$ cat src/rtl/s_bits_sequencer.sv
// Start/s_bits handshake driver: steps IDLE -> STATE1 -> STATE2 -> optional STATE3 hold -> IDLE,
// and tracks completed sequences and restarts.
module s_bits_sequencer #(
    parameter int HOLD_W = 4,
    parameter int CNT_W  = 8
) (
    input  logic              clk,
    input  logic              rst_n,
    input  logic              start,
    input  logic              abort,
    input  logic [HOLD_W-1:0] hold_cycles,
    output logic [1:0]        s_bits,
    output logic              busy,
    output logic              done,
    output logic [CNT_W-1:0]  seq_count,
    output logic [CNT_W-1:0]  restarts
);

    typedef enum logic [1:0] {
        IDLE   = 2'b00,
        STATE1 = 2'b01,
        STATE2 = 2'b10,
        STATE3 = 2'b11
    } state_e;

    state_e             state_q, state_d;
    logic [HOLD_W-1:0]  hold_q, hold_d;
    logic               done_q, done_d;
    logic [CNT_W-1:0]   seq_count_q, seq_count_d;
    logic [CNT_W-1:0]   restarts_q, restarts_d;
    logic               complete;
    logic               restart;

    always_ff @(posedge clk or negedge rst_n) begin
        if (!rst_n) begin
            state_q     <= IDLE;
            hold_q      <= '0;
            done_q      <= 1'b0;
            seq_count_q <= '0;
            restarts_q  <= '0;
        end else begin
            state_q     <= state_d;
            hold_q      <= hold_d;
            done_q      <= done_d;
            seq_count_q <= seq_count_d;
            restarts_q  <= restarts_d;
        end
    end

    // start outranks abort everywhere; abort only matters once past STATE1.
    always_comb begin
        state_d  = state_q;
        hold_d   = hold_q;
        complete = 1'b0;
        restart  = 1'b0;
        case (state_q)
            IDLE: begin
                if (start) state_d = STATE1;
            end
            STATE1: begin
                if (start) restart = 1'b1;
                else       state_d = STATE2;
            end
            STATE2: begin
                if (start) begin
                    state_d = STATE1;
                    restart = 1'b1;
                end else if (abort) begin
                    state_d = IDLE;
                end else if (hold_cycles == '0) begin
                    state_d  = IDLE;
                    complete = 1'b1;
                end else begin
                    state_d = STATE3;
                    hold_d  = hold_cycles - HOLD_W'(1);
                end
            end
            STATE3: begin
                if (start) begin
                    state_d = STATE1;
                    restart = 1'b1;
                end else if (abort) begin
                    state_d = IDLE;
                end else if (hold_q == '0) begin
                    state_d  = IDLE;
                    complete = 1'b1;
                end else begin
                    hold_d = hold_q - HOLD_W'(1);
                end
            end
        endcase
    end

    // seq_count wraps naturally; restarts sticks at all-ones.
    always_comb begin
        done_d      = complete;
        seq_count_d = seq_count_q + CNT_W'(complete);
        restarts_d  = restarts_q;
        if (restart && (restarts_q != '1)) restarts_d = restarts_q + CNT_W'(1);
    end

    assign s_bits    = state_q;
    assign busy      = (state_q != IDLE);
    assign done      = done_q;
    assign seq_count = seq_count_q;
    assign restarts  = restarts_q;

endmodule

$ cat config.mk
export PLATFORM = sky130hd
export DESIGN_NAME = s_bits_sequencer
export DESIGN_NICKNAME = d
export VERILOG_FILES = /design/src/rtl/s_bits_sequencer.sv
export SDC_FILE = /design/constraint.sdc
export NUM_CORES = 1
export LEC_CHECK = 0
export ABC_AREA = 1
export CORE_MARGIN = 4
export CORE_UTILIZATION = 40
export DETAILED_ROUTE_END_ITERATION = 8
export PLACE_DENSITY = 0.76
export SETUP_SLACK_MARGIN = 0.1
export SYNTH_ARGS = -nofsm -noshare
export SYNTH_HDL_FRONTEND = slang
export SYNTH_SLANG_ARGS = --single-unit
export TNS_END_PERCENT = 10
$ cat constraint.sdc
create_clock -name clk -period 1.8 [get_ports clk]
set_input_delay 0.27 -clock clk [delete_from_list [all_inputs] [get_ports clk]]
set_output_delay 0.27 -clock clk [all_outputs]
set_load 0.1 [all_outputs]
# [After elaboration in Yosys (flattened, before gate mapping)]
# Cells that the tools add are included.
[totals] reg_bits=23 inputBits=8 out_inout_bits=20 word_cells=56
[classes] add_sub_neg=4 n_eq_ne=13 mux=25 n_reduce_logical=9
[ops] operator="$mux W4" count=6
[ops] operator="$mux W2" count=8
[ops] operator="$ne A2 B2 Y1 const B" count=8
[ops] operator="$add A8 B1 Y8" count=1
[ops] operator="$add A8 B1 Y8 const B" count=1
[ops] operator="$logic_not A4 Y1" count=2
[ops] operator="$mux W1" count=8
[ops] operator="$ne A8 B8 Y1 const B" count=1
[ops] operator="$pmux W2 S4" count=1
[ops] operator="$pmux W4 S2" count=1
[ops] operator="$sub A4 B1 Y4 const B" count=2
[ops] operator="$reduce_and A7 Y1" count=1
[ops] operator="$eq A2 B2 Y1 const B" count=2
[ops] operator="$ne A4 B4 Y1 const B" count=1
[ops] operator="$reduce_bool A2 Y1" count=2
[ops] operator="$reduce_and A3 Y1" count=1
[ops] operator="$reduce_or A3 Y1" count=1
[ops] operator="$eq A2 B1 Y1 const B" count=1
[ops] operator="$logic_not A2 Y1" count=1
[ops] operator="$pmux W1 S2" count=1
[ops] operator="$logic_and A1 B1 Y1" count=1

# [Longest topological paths before layout]
[logic_depth] ltp_word=6 depth_mapped=10

# [Worst setup path after synthesis]
# OpenSTA, ideal clock, no wires.
[synth_path] path_kind="reg2reg" start="register state_q[0] (netlist: s_bits[0])" end="register seq_count_q[7] (netlist: seq_count[7])" arrival_time_ns=2.314 required_ns=1.642 slack_ns=-0.672 stages_incl_launch_ff=11 n_path_buf=1 period_less_slack_ns=2.472 cell_sequence="dfrtp_1 > buf_4 > inv_1 > nand2_1 > nand2_1 > nor3_1 > ha_1 > nand3_1 > inv_1 > nand4_1 > xnor2_1"
[synth_between] elab_chain_len=3 elab_cells_between_ends=4 classes_between="add/sub: 1; eq/ne: 2; mux: 1"
[synth_lines] item="from (decl)" line="26" rtl="state_e state_q, state_d;"
[synth_lines] item="from (signal assigned)" line="42" rtl="state_q <= state_d;"
[synth_lines] item="$eq A2 B2 Y1" line="56" rtl="case (state_q)"
[synth_lines] item="$pmux W1 S2 *" line="56"
[synth_lines] item="net complete" line="31" rtl="logic complete;"
[synth_lines] item="$add A8 B1 Y8 *" line="97" rtl="seq_count_d = seq_count_q + CNT_W'(complete);"
[synth_lines] item="net seq_count_d[7]" line="29" rtl="logic [CNT_W-1:0] seq_count_q, seq_count_d;"
[synth_lines] item="to (signal assigned)" line="45" rtl="seq_count_q <= seq_count_d;"
[synth_lines] item="to (decl)" line="29"
# Mark *: on every way through the listed nets, which the timed path passes. The rest lies on a longest branch.
# A chain may end at the register's enable or synchronous reset.

# [Final worst setup path]
# Ends and elaborated chain as after synthesis.

==> flow_summary.yaml <==
sta:
  rsz0062_at_grt: "yes"
  fmax_mhz: 593.6
  slew_viol_final: 0
  final_hold_viol_count: 0
  layout_setup_ws_ns: 0.1152
  period_minus_slack_ns: 1.685
  skew_ns: 0.01364
  setup_viol: 0
  finalSetupTns_ns: 0
  maxSlewHeadroom_pct: 81.14
  tightest_slew_ns: 0.2828
  period_share_pct: 93.60
placement:
  place.gp.congestion: 0.8536
  dpl_cell_area_sq_um: 1777
  dpl_worst_slack_ns: -0.2280
  dp_hpwl_mm: 2.072
  place_inst: 217
  io_buffer_count: 27
critical_path:
  critPathMaxFanout: 11
  arrival_ns: 1.88
  worstReg2RegStart: "s_bits[0]"
  crit_type: "flip-flop to flip-flop"
  rrSetupSlack_ns: 0.12
  cp_num_buf_inv: 1
  required_ns: 1.99
  reg2reg_depth: 8
  slowest_stage: "dfrtp_4"
  path_delay_family: "flip-flops"
  cp_slowest_stage_delay_ns: 0.57
  end_kind: "flip-flop"
  cp_num_cells: 8
  cp_cell_sequence: "nand2_1 > nand2_2 > nor3_4 > ha_2 > nand3_4 > inv_4 > nand4_1 > xnor2_1"
  critPathLaunchType: "flip-flop"
  r2r-end: "seq_count[7]"
logic_synthesis:
  syn-num-nets: 167
  yosysWarningCount: 0
  synth_cell_types: 20
  syn_area_sq_um: 1236
  synth-seq-cells: 23
  syn_avg_cell_area_sq_um: 7.975
  ys_seq_area_share_pct: 46.56
  syn_inst: 155
finish:
  design_area_sq_um: 1838
  syn_to_final_growth_pct: 48.68
  drive_above_1_share_pct: 24.48
  utilization_pct: 64.43
  nets: 205
  fillCellCount: 249
  antennaDiodeCount: 0
  final_cells: 223
clock_tree:
  clock-sinks: 23
  cts_tree: "yes"
  clock_insertion_delay_worst_skew_ns: 0.31
  htreeDepth: 1
  path_clk_slew_ns: 0.13
  cts_buffers: 3
  cts.root.buffer_cell: "clkbuf_4"
  ctsLongestPathBuffers: 2
route:
  vias: 1101
  wl_mm: 2.560
  drtIter0Drc: 48
  wl_per_cell_um: 11.48
  dr.pass1.iters: 4
  vias_per_cell: 4.937
  postRouteAntennaNets: 0
  drc: 0
flow_run:
  cap_violations: 0
floorplan:
  die-area_sq_um: 4044
  die_width_um: 63.59
  io_pins: 28
  row_count: 19
  initial_core_util_pct: 43.33
  core_sq_um: 2853
  dieHeight_um: 63.59
hold_path:
  hold_path_class: "input port to async pin"
pwr:
  powerDensity_nw_per_um2: 1683
  ir_drop_uv: 655.1
  cellLeakagePower_uw: 0.0009216
global_routing:
  first_global_vias: 1099
  grtUsageTotal_pct: 14.29
  gr-total-overflow: 0
  grt_max_degree: 24
  antenna_found_initial: 0
  grt_pass1_wl_mm: 4.616
run_status:
  outcome: "complete, no violations"
-- logic make-up (layout without fill, tap and decap cells) --
logic type      count (synthesis)  in the layout  synth area share (%)
simple gates                   84             84                 28.34
buf+inv                        21             58                 7.388
flops                          23             23                 46.56
compound gates                  9              9                 3.745
xor+xnor                       14             14                 9.919
fa+ha+maj                       4              4                 4.049
-- worst max path at each step --
stage | from | to | slack [ns]
after CTS | hold_q[2] | seq_count[7] | 0.09
after global placement | hold_cycles[3] | seq_count[7] | -0.13
after detailed placement | hold_cycles[1] | seq_count[7] | -0.23
after global routing | hold_q[2] | seq_count[7] | -0.04
after floorplan | s_bits[0] | seq_count[7] | -0.13
final | s_bits[0] | seq_count[7] | 0.12
-- cells in the mapped netlist --
cell type  instances  area share (%)
a21oi_1            1            0.40
a31oi_1            1            0.51
buf_2              1            0.40
buf_4              1            0.61
buf_6              1            0.91
dfrtp_1           23              47
ha_1               4             4.0
inv_1             18             5.5
nand2_1           49              15
nand2_2            1            0.51
nand3_1           14             5.7
nand3_2            1            0.81
nand4_1            2             1.0
nor2_1            15             4.6
nor2_2             1            0.51
nor3_1             1            0.40
o21ai_0            4             1.6
o21ai_1            3             1.2
xnor2_1           11             7.8
xor2_1             3             2.1
-- through the flow --
step | hold slack, ns | power, uW
floorplan | -0.02559 | 2181
global placement | 0.4716 | 2791
detailed placement | 0.4830 | 2826
CTS | 0.2980 | 3087
global route | 0.3003 | 3284
finish | 0.2920 | 3093
-- metal layers --
metal / up-vias / GRT usage, % / wire (um)
met3: 2 / 4.796 / 109
met5: - / 0 / 0
met4: 0 / 3.774 / 13
met2: 24 / 26.99 / 1406
met1: 515 / 14.88 / 1031
li1: 560 / - / -
-- layout make-up --
cell class	count	area, sq um	area share, %
tap	31	38.79	2.110
sequential	23	585.6	31.86
multi-input combinational	111	603.1	32.81
inverter	18	70.07	3.812
clock inverter	1	5.005	0.2723
clock buffer	3	22.52	1.225
timing repair buffer	36	513.0	27.91
-- worst reg2reg max path, delay by kind of cell, from the launching register on --
family	cells	cell delay [ns]
simple gates	5	0.52
fa+ha+maj	1	0.24
buf+inv	1	0.08
xor+xnor	1	0.15
flops	1	0.57
-- layout by cell type (no fill, tap or decap) --
cell / netlist / layout
a21oi_1: 1 / 1
a31oi_1: 1 / 1
buf_12: 0 / 18
buf_4: 1 / 11
clkbuf_4: 0 / 3
clkdlybuf4s50_1: 0 / 7
clkinv_2: 0 / 1
dfrtp_1: 23 / 19
dfrtp_2: 0 / 2
dfrtp_4: 0 / 2
ha_1: 4 / 3
ha_2: 0 / 1
inv_1: 18 / 16
inv_2: 0 / 1
inv_4: 0 / 1
nand2_1: 49 / 48
nand2_2: 1 / 2
nand3_1: 14 / 12
nand3_2: 1 / 2
nand3_4: 0 / 1
nand4_1: 2 / 2
nor2_1: 15 / 15
nor2_2: 1 / 1
nor3_4: 0 / 1
o21ai_0: 4 / 4
o21ai_1: 3 / 3
xnor2_1: 11 / 11
xor2_1: 3 / 3
-- power breakdown --
part	internal [uW]	switching [uW]	total, uW
clock network	82.9	145	228
registers	680	263	943
logic	682	1240	1920
total	1450	1650	3090
-- timing repair --
action	in CTS	in global routing
gates cloned	0	0
setup buffers	1	1
resized for setup	1	3
hold buffers	0	0
pin swaps	1	1
setup endpoints to repair	2	5
-- sequential cells by signal, summed over array words and instances, names as in the netlist --
name,flops
hold_q,4
restarts,8
seq_count,8
s_bits,2
done,1
Power figures use the tool's default switching activity.
